File: src/rtl/seq_adder_pkg.sv
// Shared definitions for the digit-serial adder/subtractor.
//   state_e     : controller state encoding (idle, running digits, result pulse)
//   calc_ndig   : number of digits processed per operation (WIDTH / DIGIT)
//   calc_cnt_w  : width of the digit counter, never less than one bit
package seq_adder_pkg;

  typedef enum logic [1:0] {
    StIdle = 2'd0,
    StRun  = 2'd1,
    StDone = 2'd2
  } state_e;

  localparam int unsigned DefWidth = 8;
  localparam int unsigned DefDigit = 2;

  function automatic int unsigned calc_ndig(input int unsigned width, input int unsigned digit);
    return width / digit;
  endfunction

  // A single-digit configuration still needs a one-bit counter.
  function automatic int unsigned calc_cnt_w(input int unsigned ndig);
    return (ndig > 1) ? $clog2(ndig) : 1;
  endfunction

endpackage

File: src/rtl/full_adder.sv
// One-bit full adder, the ripple cell of the digit adder.
//   a_i, b_i : operand bits
//   c_i      : carry in
//   s_o      : sum bit
//   c_o      : carry out
module full_adder (
  input  logic a_i,
  input  logic b_i,
  input  logic c_i,
  output logic s_o,
  output logic c_o
);

  assign s_o = a_i ^ b_i ^ c_i;
  assign c_o = (a_i & b_i) | (c_i & (a_i ^ b_i));

endmodule

File: src/rtl/seq_adder.sv
// Digit-serial adder/subtractor. Adds DIGIT bits per clock, least-significant
// digit first, and presents the full result with a one-cycle done pulse.
//   clk    : clock, rising edge
//   rst    : asynchronous active-high reset
//   start  : begin an operation with a, b, cin, sub (ignored while busy)
//   a, b   : operands
//   cin    : carry-in (add) or borrow-in (subtract)
//   sub    : 0 = a + b + cin, 1 = a - b - cin
//   busy   : operation in progress
//   done   : one-cycle pulse, s/cout/ovf valid
//   s      : result, held until the next operation completes
//   cout   : carry out (subtract: 1 = no borrow)
//   ovf    : signed overflow
// WIDTH must be an integer multiple of DIGIT.
module seq_adder
  import seq_adder_pkg::*;
#(
  parameter int unsigned WIDTH = DefWidth,
  parameter int unsigned DIGIT = DefDigit
) (
  input  logic             clk,
  input  logic             rst,
  input  logic             start,
  input  logic [WIDTH-1:0] a,
  input  logic [WIDTH-1:0] b,
  input  logic             cin,
  input  logic             sub,
  output logic             busy,
  output logic             done,
  output logic [WIDTH-1:0] s,
  output logic             cout,
  output logic             ovf
);

  localparam int unsigned NDIG = calc_ndig(WIDTH, DIGIT);
  localparam int unsigned CntW = calc_cnt_w(NDIG);
  localparam logic [CntW-1:0] LastDig = CntW'(NDIG - 1);

  state_e           state_q, state_d;
  logic [CntW-1:0]  cnt_q, cnt_d;
  logic             carry_q, carry_d;
  logic [WIDTH-1:0] a_q, a_d;
  logic [WIDTH-1:0] b_q, b_d;     // already inverted in subtract mode
  logic [WIDTH-1:0] acc_q, acc_d; // partial sum, kept off s until the last digit
  logic [WIDTH-1:0] s_q, s_d;
  logic             cout_q, cout_d;
  logic             ovf_q, ovf_d;

  logic [DIGIT-1:0] a_dig, b_dig, sum_dig;
  logic [DIGIT:0]   chain;

  // Select the current digit of both latched operands.
  always_comb begin
    a_dig = '0;
    b_dig = '0;
    for (int unsigned k = 0; k < NDIG; k++) begin
      if (cnt_q == CntW'(k)) begin
        a_dig = a_q[k*DIGIT +: DIGIT];
        b_dig = b_q[k*DIGIT +: DIGIT];
      end
    end
  end

  assign chain[0] = carry_q;

  for (genvar i = 0; i < DIGIT; i++) begin : g_fa
    full_adder u_fa (
      .a_i(a_dig[i]),
      .b_i(b_dig[i]),
      .c_i(chain[i]),
      .s_o(sum_dig[i]),
      .c_o(chain[i+1])
    );
  end

  always_comb begin
    state_d = state_q;
    cnt_d   = cnt_q;
    carry_d = carry_q;
    a_d     = a_q;
    b_d     = b_q;
    acc_d   = acc_q;
    s_d     = s_q;
    cout_d  = cout_q;
    ovf_d   = ovf_q;

    unique case (state_q)
      StIdle, StDone: begin
        if (start) begin
          // The mode is folded into b_eff and carry0, so it needs no register.
          a_d     = a;
          b_d     = sub ? ~b : b;
          carry_d = sub ? ~cin : cin;
          cnt_d   = '0;
          state_d = StRun;
        end else begin
          state_d = StIdle;
        end
      end
      StRun: begin
        for (int unsigned k = 0; k < NDIG; k++) begin
          if (cnt_q == CntW'(k)) begin
            acc_d[k*DIGIT +: DIGIT] = sum_dig;
          end
        end
        carry_d = chain[DIGIT];
        if (cnt_q == LastDig) begin
          s_d     = acc_d;
          cout_d  = chain[DIGIT];
          ovf_d   = chain[DIGIT] ^ chain[DIGIT-1];
          state_d = StDone;
        end else begin
          cnt_d = cnt_q + CntW'(1);
        end
      end
      default: state_d = StIdle;
    endcase
  end

  always_ff @(posedge clk or posedge rst) begin
    if (rst) begin
      state_q <= StIdle;
      cnt_q   <= '0;
      carry_q <= 1'b0;
      a_q     <= '0;
      b_q     <= '0;
      acc_q   <= '0;
      s_q     <= '0;
      cout_q  <= 1'b0;
      ovf_q   <= 1'b0;
    end else begin
      state_q <= state_d;
      cnt_q   <= cnt_d;
      carry_q <= carry_d;
      a_q     <= a_d;
      b_q     <= b_d;
      acc_q   <= acc_d;
      s_q     <= s_d;
      cout_q  <= cout_d;
      ovf_q   <= ovf_d;
    end
  end

  assign busy = (state_q == StRun);
  assign done = (state_q == StDone);
  assign s    = s_q;
  assign cout = cout_q;
  assign ovf  = ovf_q;

endmodule

File: config.mk
export PLATFORM = sky130hd
export DESIGN_NAME = seq_adder
export DESIGN_NICKNAME = d
export VERILOG_FILES = /design/src/rtl/seq_adder_pkg.sv /design/src/rtl/full_adder.sv /design/src/rtl/seq_adder.sv
export SDC_FILE = /design/constraint.sdc
export NUM_CORES = 1
export LEC_CHECK = 0
export BUFFER_PORTS_ARGS = -buffer_cell sky130_fd_sc_hd__buf_4
export CAP_MARGIN = 20
export CORE_MARGIN = 2
export CORE_UTILIZATION = 57
export CTS_BUF_LIST = sky130_fd_sc_hd__clkbuf_4
export DETAILED_ROUTE_END_ITERATION = 10
export PLACE_DENSITY = 0.85
export RECOVER_POWER = 25
export SETUP_SLACK_MARGIN = 0.02
export SLEW_MARGIN = 20
export SYNTH_ARGS = -nofsm -noshare
export SYNTH_HDL_FRONTEND = slang
export SYNTH_SLANG_ARGS = --single-unit
File: constraint.sdc
create_clock -name clk -period 3.5 [get_ports clk]
set_input_delay 0.175 -clock clk [delete_from_list [all_inputs] [get_ports clk]]
set_output_delay 0.175 -clock clk [all_outputs]
set_load 0.1 [all_outputs]
==> summary.txt, run 1 <==
Outcome
  • Status: complete, but fails checks
  • Failing checks: capacitance limit, slew limit

Setup path
  • CP max stage delay: 0.55 ns
  • Worst EP required: 3.73 ns
  • Maximum fanout along the worst path: 8
  • FF-to-FF path depth: 8
  • Critical Path Source Type: register
  • Reg-to-reg startpoint: cnt_q[1]$_DFFE_PP0P_
  • Critical Path AT: 3.18 ns
  • Critical path, cell by cell: inv_1 -> ha_1 -> nor2b_2 -> a221oi_1 -> o31ai_1 -> fa_1 -> fa_1 -> mux2_1
  • Register-to-register setup slack: 0.55 ns
  • Worst path slowest cell: fa_1
  • CP endpoint kind: register
  • RR Endpoint: s[7]$_DFFE_PP0P_
  • Critical path's most frequent cell: fa_1
  • Kind of critical path: register to register

Clocking
  • Reg clk slew, reported paths: 0.10 ns
  • H-tree depth: 2
  • Bufs on Longest Clock Path: 2
  • Hold Buf Count CTS: 1
  • Num CTS Buffers: 5
  • Postcts setup bufs: 0
  • Cts repair resizes: 0
  • Insertion delay to the later sink of the worst-skew pair: ~0.34 ns
  • CTS tree: yes
  • Root Buffer: clkbuf_4
  • Num Clock Sinks: 37

Detailed routing
  • Residual DRC count: 0
  • Post-DR vias/cell: 5.41
  • Final ANT Viol Nets: 0
  • Detailed Routing Iterations Pass 1: 4
  • Total vias in the final route: roughly 1,300
  • DR WL/cell: 14.6 µm
  • Routed WL: 3380 µm
  • Initial DRC Count: 43

Logic synthesis
  • Xor/xnor cell area share of the yosys netlist: 4.89%
  • Synth Area in Compound Gates: 9.43%
  • Yosys warns: 0
  • Mapped Cells: approximately 160
  • Simple logic cell fraction of the synthesized area: 10.1%
  • Cell variety after synth: 27
  • Mux cell area share after synthesis: 14.7%
  • Synthesized area: 1790 µm²
  • Syn avg cell area: 11.5 µm²
  • Largest family of logic cells by synthesized area: multiplexers
  • #FFs+latches synth: 37
  • Syn Nets: 183
  • Sequential area share after synthesis: 51.7%
  • Adder-cell area share of the yosys netlist: 5.03%

Global route
  • GR Util All Layers: 21.8%
  • First-pass GRT wire length: 5710 µm
  • Vias in the first global route: 1,308
  • GR Overflow Total: 0
  • Pin count of the biggest net entering global routing: 38
  • Initial antenna violation count: 0

Floorplan
  • Initial Util: 59.1%
  • Row count: 20
  • Die Height: 60.0 µm
  • Die X: 60.0 µm
  • Io pins: 33
  • Die Area: 3610 µm²
  • Core Footprint: a little over 3000 µm²

STA
  • Worst Skew: 0.00850 ns
  • Period utilisation layout: a little over four fifths
  • Finish-stage setup viols: 0
  • Final hold vios: 0
  • Peak Freq: 339 MHz
  • Setup TNS: 0 ns
  • Fin crit period: 2.95 ns
  • RSZ-0062 raised after global routing: no
  • Worst-Margin Slew: a little under 2 ns
  • Max_slew headroom: -28.3%
  • Count of pins over their slew limit: 38

Final layout
  • N_diodes: 0
  • Sequential cell area: 926 µm²
  • Layout cells sized above 1: 26.7%
  • Final Util: 69.3%
  • Fill cells: 250
  • Layout Nets: 214
  • Area grow syn2layout: 17.2%
  • Cell Count, Final, Fillers Out: about 230
  • Footprint of the multi-input gates: roughly 800 µm²

Placement
  • Cell count after placement: 223
  • Global placement routability congestion: 0.754
  • Post-DP HPWL: 2530 µm
  • Port Buf Inserts: 32

Flow run
  • Max Cap Viol: 1

Hold path
  • Hold path startpoint: a[6]
  • Hold EP: a_q[6]$_DFFE_PP0P_
  • Hold WC Path Type: input pin to register
  • Hold Crit Depth: 2
## cells in the final DEF, fill, tap and decap left out, drive strengths merged
master       synthesis  routed
fa                   2       2
nand3                2       2
o2bb2ai              1       1
buf                  8      31
or3b                 1       1
clkinv               0       1
dfrtp               37      37
nand2b               1       1
nand3b               1       1
clkbuf               2       8
a221oi               4       4
o31ai                4       4
ha                   4       4
inv                  6       6
mux2                16      16
o21ai               18      18
mux2i                6       6
nor2                 1       1
dlygate4sd3          0       1
nand2               24      24
xor2                 1       1
a21oi                1       1
xnor2                9       9
nor2b                7       7
## cell families after synthesis
group                      after synthesis
and+or+nand+nor                         37
xor gates and xnor gates                10
AOI/OAI and AO/OA                       28
DFF                                     37
buffers and inverters                   16
muxes                                   22
adders and majority gates                6
## sequential cells by signal, summed over array words and instances (netlist names)
register and count:
acc_q 6, a_q 8, s 8, cout 1
cnt_q 2, carry_q 1, b_q 8, state_q 2
ovf 1
## layout make-up
cell class	count	share of cell area, %
clock inverters	1	0.179
clock buffers	6	2.15
inverters	6	1.07
repair buffers	34	12.1
flip-flops and latches	37	44.1
well taps	44	2.62
multi-input cells	103	37.7
## worst max path at each step
stage	from	endpoint	slack, ns
after floorplan	cnt_q[0]$_DFFE_PP0P_	s[7]$_DFFE_PP0P_	0.88
after global placement	cnt_q[1]$_DFFE_PP0P_	s[7]$_DFFE_PP0P_	0.76
after detailed placement	cnt_q[1]$_DFFE_PP0P_	s[7]$_DFFE_PP0P_	0.56
after CTS	cnt_q[1]$_DFFE_PP0P_	s[7]$_DFFE_PP0P_	0.55
after global routing	cnt_q[1]$_DFFE_PP0P_	s[5]$_DFFE_PP0P_	0.41
final	cnt_q[1]$_DFFE_PP0P_	s[7]$_DFFE_PP0P_	0.55
## critical path: cells and delay by family, from the launching register on
family | cells | cell delay (ns)
multiplexers | 1 | 0.34
AND/OR/NAND/NOR | 1 | 0.13
buffers and inverters | 1 | 0.10
flip-flops | 1 | 0.43
AO/OA/AOI/OAI | 2 | 0.42
adder cells (fa/ha/maj) | 3 | 1.42
## metrics by stage
| stage | setup WS [ns] | cell area [µm²] | hold slack [ns] |
|---|---|---|---|
| 4_1_cts | 0.551 | 2100 | 0.0334 |
| 3_5_place_dp | 0.559 | 2040 | 0.317 |
| 2_1_floorplan | 0.876 | 1790 | 0.307 |
| 3_3_place_gp | 0.759 | 2040 | 0.299 |
| 6_report | 0.549 | 2100 | 0.0376 |
| 5_1_grt | 0.409 | 2100 | 0.0421 |
## synth_stat cells (all sizes together)
cell / n / area [µm²]
o21ai: 18 / 90.1
nand2b: 1 / 6.26
nor2: 1 / 3.75
mux2: 16 / 203
dfrtp: 37 / 926
nand3: 2 / 10.0
clkbuf: 2 / 7.51
o2bb2ai: 1 / 8.76
inv: 6 / 22.5
nand2: 24 / 97.6
mux2i: 6 / 60.1
o31ai: 4 / 30.0
nand3b: 1 / 7.51
fa: 2 / 40.0
a221oi: 4 / 35.0
xnor2: 9 / 78.8
buf: 8 / 45.0
ha: 4 / 50.1
nor2b: 7 / 46.3
or3b: 1 / 8.76
a21oi: 1 / 5.00
xor2: 1 / 8.76
## layer usage
metal	wire length, µm	part of all wire, %	GRT usage [%]	up-vias
li1	-	-	-	589
met1	1350	40	24.8	618
met2	1820	54	38.0	35
met3	140	4.1	5.41	8
met4	74	2.2	10.2	0
met5	0	0	0	-
Power of run 1 is not shown: default switching activity piles up to over one toggle a cycle in this logic, so the estimate is an artifact.
==> run 2, diff against run 1 <==
Settings changed: CORE_UTILIZATION 57 to 51, PLACE_DENSITY 0.85 to 0.81.
Clock period 3.5 ns to 2.5 ns, I/O delays scaled along.
==> run 2 against run 1 <==
Die area rose by 11%. First-iteration DRC count up 120%. Non-clock buffer count increased by 21. Register-to-register slack got worse by 0.48 ns. Via count rose by 6.1%. Sequential share of layout area is 4.5 points lower. Worst hold slack worse by 0.024 ns. Worst setup slack got worse by 0.48 ns. Clock skew grew 0.0029 ns. The run now ends clean. Critical path type unchanged.
==> summary.txt, run 2 (synthesis results as in run 1) <==
Outcome
  • Status: complete, no violations

Global route
  • First-pass GRT wire length: 6410 µm (+12%)
  • Initial antenna violation count: 0 (unchanged)
  • GR Overflow Total: 0 (unchanged)
  • GR Util All Layers: 21.1% (-0.65 points)
  • Pin count of the biggest net entering global routing: 23 (-39%)
  • Vias in the first global route: 1,407 (+7.6%)

Flow run
  • Max Cap Viol: 0 (-1)

Final layout
  • Layout Nets: 235 (+9.8%)
  • Fill cells: 239 (-4.4%)
  • Sequential cell area: 926 µm² (unchanged)
  • N_diodes: 0 (unchanged)
  • Commonest non-fill, non-tap cells in the layout: buf_4 (43), dfrtp_1 (37), nand2_1 (21)
  • Area grow syn2layout: 30.6%
  • Final Util: 69.5% (+0.23 points)
  • Layout cells sized above 1: 36.1% (+9.3 points)
  • Footprint of the multi-input gates: 862 µm² (+8.8%)
  • Commonest non-fill, non-tap cell in the layout: buf_4
  • Cell Count, Final, Fillers Out: 254 (+10%)

Setup path
  • Critical Path AT: 2.70 ns (-0.48 ns)
  • RR Endpoint: s[5]$_DFFE_PP0P_
  • Kind of critical path: register to register
  • Critical path, cell by cell: buf_4 -> ha_4 -> a221oi_2 -> o31ai_2 -> fa_2 -> fa_2 -> mux2i_1 -> o21ai_1
  • Maximum fanout along the worst path: 7 (-1)
  • Crit path from: cnt_q[0]$_DFFE_PP0P_
  • Worst path slowest cell: fa_2
  • Reg-to-reg startpoint: cnt_q[0]$_DFFE_PP0P_
  • CP max stage delay: 0.62 ns (+0.07 ns)
  • Worst EP required: 2.77 ns (-0.96 ns)
  • Critical Path Source Type: register
  • Critical path's most frequent cell: fa_2
  • Register-to-register setup slack: 0.07 ns (-0.48 ns)
  • FF-to-FF path depth: 8 (unchanged)
  • CP endpoint kind: register
  • Worst setup path end: s[5]$_DFFE_PP0P_

Detailed routing
  • Detailed Routing Iterations Pass 1: 4 (unchanged)
  • Initial DRC Count: 94 (+120%)
  • Routed WL: 3800 µm (+13%)
  • Final ANT Viol Nets: 0 (unchanged)
  • Total vias in the final route: 1,326 (+6.1%)
  • Post-DR vias/cell: 5.22 (-3.5%)
  • DR WL/cell: 15.0 µm (+2.3%)
  • Residual DRC count: 0 (unchanged)

Placement
  • Cell count after placement: 235 (+5.4%)
  • Port Buf Inserts: 32 (unchanged)
  • Post-DP HPWL: 2670 µm (+5.7%)
  • Global placement routability congestion: 0.823 (+9.1%)

Clocking
  • H-tree depth: 2 (unchanged)
  • Insertion delay to the later sink of the worst-skew pair: 0.34 ns (about the same)
  • Reg clk slew, reported paths: 0.11 ns (about the same)
  • CTS tree: yes
  • Root Buffer: clkbuf_4
  • Bufs on Longest Clock Path: 2 (unchanged)
  • Num Clock Sinks: 37 (unchanged)
  • Num CTS Buffers: 5 (unchanged)

STA
  • Period utilisation layout: 97.3% (+13 points)
  • Count of pins over their slew limit: 0 (-100%)
  • Worst Skew: 0.0114 ns (+0.00294 ns)
  • Fin crit period: 2.43 ns (-0.519 ns)
  • Final hold vios: 0 (unchanged)
  • Min Hold Slack: 0.0139 ns (-0.0237 ns)
  • RSZ-0062 raised after global routing: yes
  • Worst-Margin Slew: 1.16 ns (-0.764 ns)
  • Max_slew headroom: 22.9% (+51 points)
  • Peak Freq: 411 MHz (+21%)
  • Finish-stage setup viols: 0 (unchanged)
  • Setup TNS: 0 ns (unchanged)

Floorplan
  • Row count: 21 (+5.0%)
  • Die Height: 63.3 µm (+5.3%)
  • Core Footprint: 3360 µm² (+11%)
  • Io pins: 33 (unchanged)
  • Die X: 63.3 µm (+5.3%)
  • Initial Util: 53.2% (-5.9 points)
  • Die Area: 4000 µm² (+11%)

Hold path
  • Hold WC Path Type: input pin to register
## run 2: changes by cell type in the layout (fill, tap and decap cells not counted), moves of 4 or more
cell and delta:
o31ai_2 +4, buf_4 +12, o31ai_1 -4, dlygate4sd3_1 +7, ha_1 -4
## run 2: area by class of cell
class | count | share of cell area [%]
repair buffers | 55 | 18.0
clock buffers | 5 | 1.61
multi-input cells | 103 | 36.9
clock inverters | 2 | 0.482
inverters | 6 | 0.963
well taps | 46 | 2.46
flip-flops and latches | 37 | 39.6
## run 2: worst min-delay path by stage
| stage | slack, ns | cells after the start | endpoint | start |
|---|---|---|---|---|
| finish | 0.01 | 2 | a_q[6]$_DFFE_PP0P_ | a[6] |
| global route | 0.01 | 2 | a_q[6]$_DFFE_PP0P_ | a[6] |
| CTS | 0.001 | 2 | a_q[5]$_DFFE_PP0P_ | a[5] |
| detailed placement | 0.28 | 2 | a_q[6]$_DFFE_PP0P_ | rst |
| global placement | 0.26 | 2 | a_q[2]$_DFFE_PP0P_ | rst |
| floorplan | 0.26 | 1 | a_q[0]$_DFFE_PP0P_ | a[0] |
## run 2: layer usage
metal | global-route usage (%) | routed length, µm | vias to the layer above
met2 | 39.5 | 2030 | 43
met4 | 9.24 | 113 | 0
met1 | 22.7 | 1500 | 638
met3 | 4.64 | 162 | 14
met5 | 0 | 0 | -
li1 | - | - | 631
## run 2: per-stage QoR
step	setup slack (ns)	cell area, µm²
5_1_grt	-0.0446	2340
3_5_place_dp	-0.0422	2130
3_3_place_gp	0.0496	2130
4_1_cts	-0.00748	2300
2_1_floorplan	0.0205	1800
6_report	0.0679	2340
## run 2: what timing repair did
item / 4_1_cts / 5_1_grt
endpoints found under the hold margin: 23 / 2
hold buffers: 6 / 2
pin swaps: 5 / 6
setup endpoints to repair: 7 / 8
setup buffers: 2 / 2
gates resized for setup: 11 / 2
## run 2: critical path: cells and delay by family, from the launching register on
kind	cells	cell delay [ns]
mux	1	0.10
compound gates	3	0.51
buf+inv	1	0.15
fa+ha+maj	3	1.20
flops	1	0.42
Power of run 2 is left out for the same reason.
==> run 3, diff against run 2 <==
Clock period 2.5 ns to 2.15 ns, I/O delays scaled along.
==> run 3 against run 2 <==
Global-route usage grew 1.3 points. Largest cell class unchanged. Sequential share of layout area decreased by 1.8 points. The run now ends with setup timing left. Die area unchanged. Critical endpoint is now s[1]$_DFFE_PP0P_. Critical path depth increased by 1.
==> summary.txt, run 3 (synthesis results as in run 1) <==
STA
  • RSZ-0062 raised after global routing: yes
  • Finish-stage setup viols: 17 (+17)
  • Worst Skew: 0.0152 ns (+0.00373 ns)
  • Final hold vios: 0 (unchanged)
  • Period utilisation layout: 120% (+22 points)
  • Peak Freq: 389 MHz (-5.4%)
  • Worst-Margin Slew: 0.894 ns (-0.267 ns)
  • Final setup margin: -0.420 ns (-0.488 ns)
  • Setup TNS: -4.10 ns (-4.10 ns)
  • Count of pins over their slew limit: 0 (unchanged)
  • Max_slew headroom: 40.4% (+17 points)
  • Fin crit period: 2.57 ns (+0.138 ns)

Setup path
  • Worst path slowest cell: fa_2
  • Critical Path Source Type: register
  • Maximum fanout along the worst path: 7 (unchanged)
  • Critical Path AT: 2.83 ns (+0.13 ns)
  • CP max stage delay: 0.62 ns (about the same)
  • Critical path, cell by cell: inv_2 -> ha_4 -> nor2b_4 -> a221oi_2 -> o31ai_2 -> fa_2 -> fa_2 -> mux2i_1 -> o21ai_1
  • Worst EP required: 2.41 ns (-0.36 ns)
  • Critical path's most frequent cell: fa_2
  • Kind of critical path: register to register
  • CP endpoint kind: register

Clocking
  • Insertion delay to the later sink of the worst-skew pair: 0.34 ns (about the same)
  • CTS tree: yes
  • H-tree depth: 2 (unchanged)
  • Num Clock Sinks: 37 (unchanged)
  • Bufs on Longest Clock Path: 2 (unchanged)
  • Root Buffer: clkbuf_4
  • Reg clk slew, reported paths: 0.10 ns (about the same)
  • Num CTS Buffers: 5 (unchanged)

Final layout
  • Commonest non-fill, non-tap cells in the layout: buf_4 (49), dfrtp_1 (37), nand2_1 (21)
  • Layout cells sized above 1: 41.4% (+5.3 points)
  • Area grow syn2layout: 36.9%
  • Layout Nets: 243 (+3.4%)
  • Final Instance Area: 2450 µm² (+4.8%)
  • N_diodes: 0 (unchanged)
  • Commonest non-fill, non-tap cell in the layout: buf_4
  • Cell Count, Final, Fillers Out: 261 (+2.8%)
  • Fill cells: 259 (+8.4%)

Hold path
  • Hold WC Path Type: input pin to register

Detailed routing
  • DR WL/cell: 16.1 µm (+7.4%)
  • Initial DRC Count: 50 (-47%)
  • Post-DR vias/cell: 5.28 (+1.2%)
  • Detailed Routing Iterations Pass 1: 4 (unchanged)
  • Final ANT Viol Nets: 0 (unchanged)
  • Residual DRC count: 0 (unchanged)
  • Routed WL: 4200 µm (+10%)
  • Total vias in the final route: 1,379 (+4.0%)

Placement
  • Dpl cell area: 2200 µm² (+3.2%)
  • Global placement routability congestion: 0.909 (+10%)
  • Cell count after placement: 241 (+2.6%)
  • Port Buf Inserts: 32 (unchanged)
  • Post-DP HPWL: 2630 µm (-1.6%)

Outcome
  • Status: complete, but fails checks
  • Failing checks: setup timing

Global route
  • GR Overflow Total: 0 (unchanged)
  • Initial antenna violation count: 0 (unchanged)
  • GR Util All Layers: 22.5% (+1.3 points)
  • Vias in the first global route: 1,462 (+3.9%)
  • Pin count of the biggest net entering global routing: 38 (+65%)
  • First-pass GRT wire length: 6840 µm (+6.7%)

Floorplan
  • Die Area: 4000 µm² (unchanged)
  • Die Height: 63.3 µm (unchanged)
  • Die X: 63.3 µm (unchanged)
  • Initial Util: 53.2% (unchanged)
  • Row count: 21 (unchanged)
  • Io pins: 33 (unchanged)
  • Core Footprint: 3360 µm² (unchanged)

Flow run
  • Max Cap Viol: 0 (unchanged)
[run 3: worst max-delay path: cells and delay by family, from the launching register on]
| kind | cells | cell delay [ns] |
|---|---|---|
| mux | 1 | 0.10 |
| simple gates | 1 | 0.13 |
| compound gates | 3 | 0.54 |
| buf+inv | 1 | 0.09 |
| fa+ha+maj | 3 | 1.22 |
| flops | 1 | 0.41 |
[run 3: repair_timing]
| action | 4_1_cts | 5_1_grt |
|---|---|---|
| setup endpoints to repair | 17 | 17 |
| hold buffers | 9 | 0 |
| setup buffers | 2 | 3 |
| endpoints found under the hold margin | 45 | 0 |
| resized for setup | 8 | 8 |
| pin swaps | 1 | 2 |
[run 3: metal layers]
layer  wire, µm  part of all wire (%)  vias up  track usage (%)
li1           -                     -      645                -
met5          0                     0        -                0
met2       2330                    56       37             41.4
met3        143                   3.4       13             5.00
met4        116                   2.8        0             10.3
met1       1610                    38      684             24.4
[run 3: stage by stage]
step,utilization [%],hold WS [ns],setup WS (ns)
floorplan,-,0.239,-0.256
global placement,65.4,0.236,-0.316
detailed placement,65.4,0.251,-0.427
CTS,70.8,0.0284,-0.297
global route,72.9,0.0308,-0.517
finish,72.9,0.0437,-0.420
[run 3: final timing paths]
kind                                 startpoint  depth (start not counted)  slack, ns                  to
setup / recovery           cnt_q[0]$_DFFE_PP0P_                          9      -0.42    s[1]$_DFFE_PP0P_
hold / removal                             b[5]                          3       0.04  b_q[5]$_DFFE_PP0P_
setup reg to reg           cnt_q[0]$_DFFE_PP0P_                          9      -0.42    s[1]$_DFFE_PP0P_
hold reg to reg                cout$_DFFE_PP0P_                          2       0.50    cout$_DFFE_PP0P_
max in group asynchronous                   rst                          4       1.00  b_q[2]$_DFFE_PP0P_
min in group asynchronous                   rst                          4       0.58    s[6]$_DFFE_PP0P_
[run 3: cell type report]
cell class,instances,area (µm²),share of cell area (%)
clock buffer,5,37.5,1.53
clock inverter,1,5.00,0.204
sequential,37,926,37.8
multi-input combinational,103,890,36.3
inverter,6,22.5,0.919
timing repair buffer,63,513,20.9
tap,46,57.6,2.35
Power of run 3 is left out for the same reason.
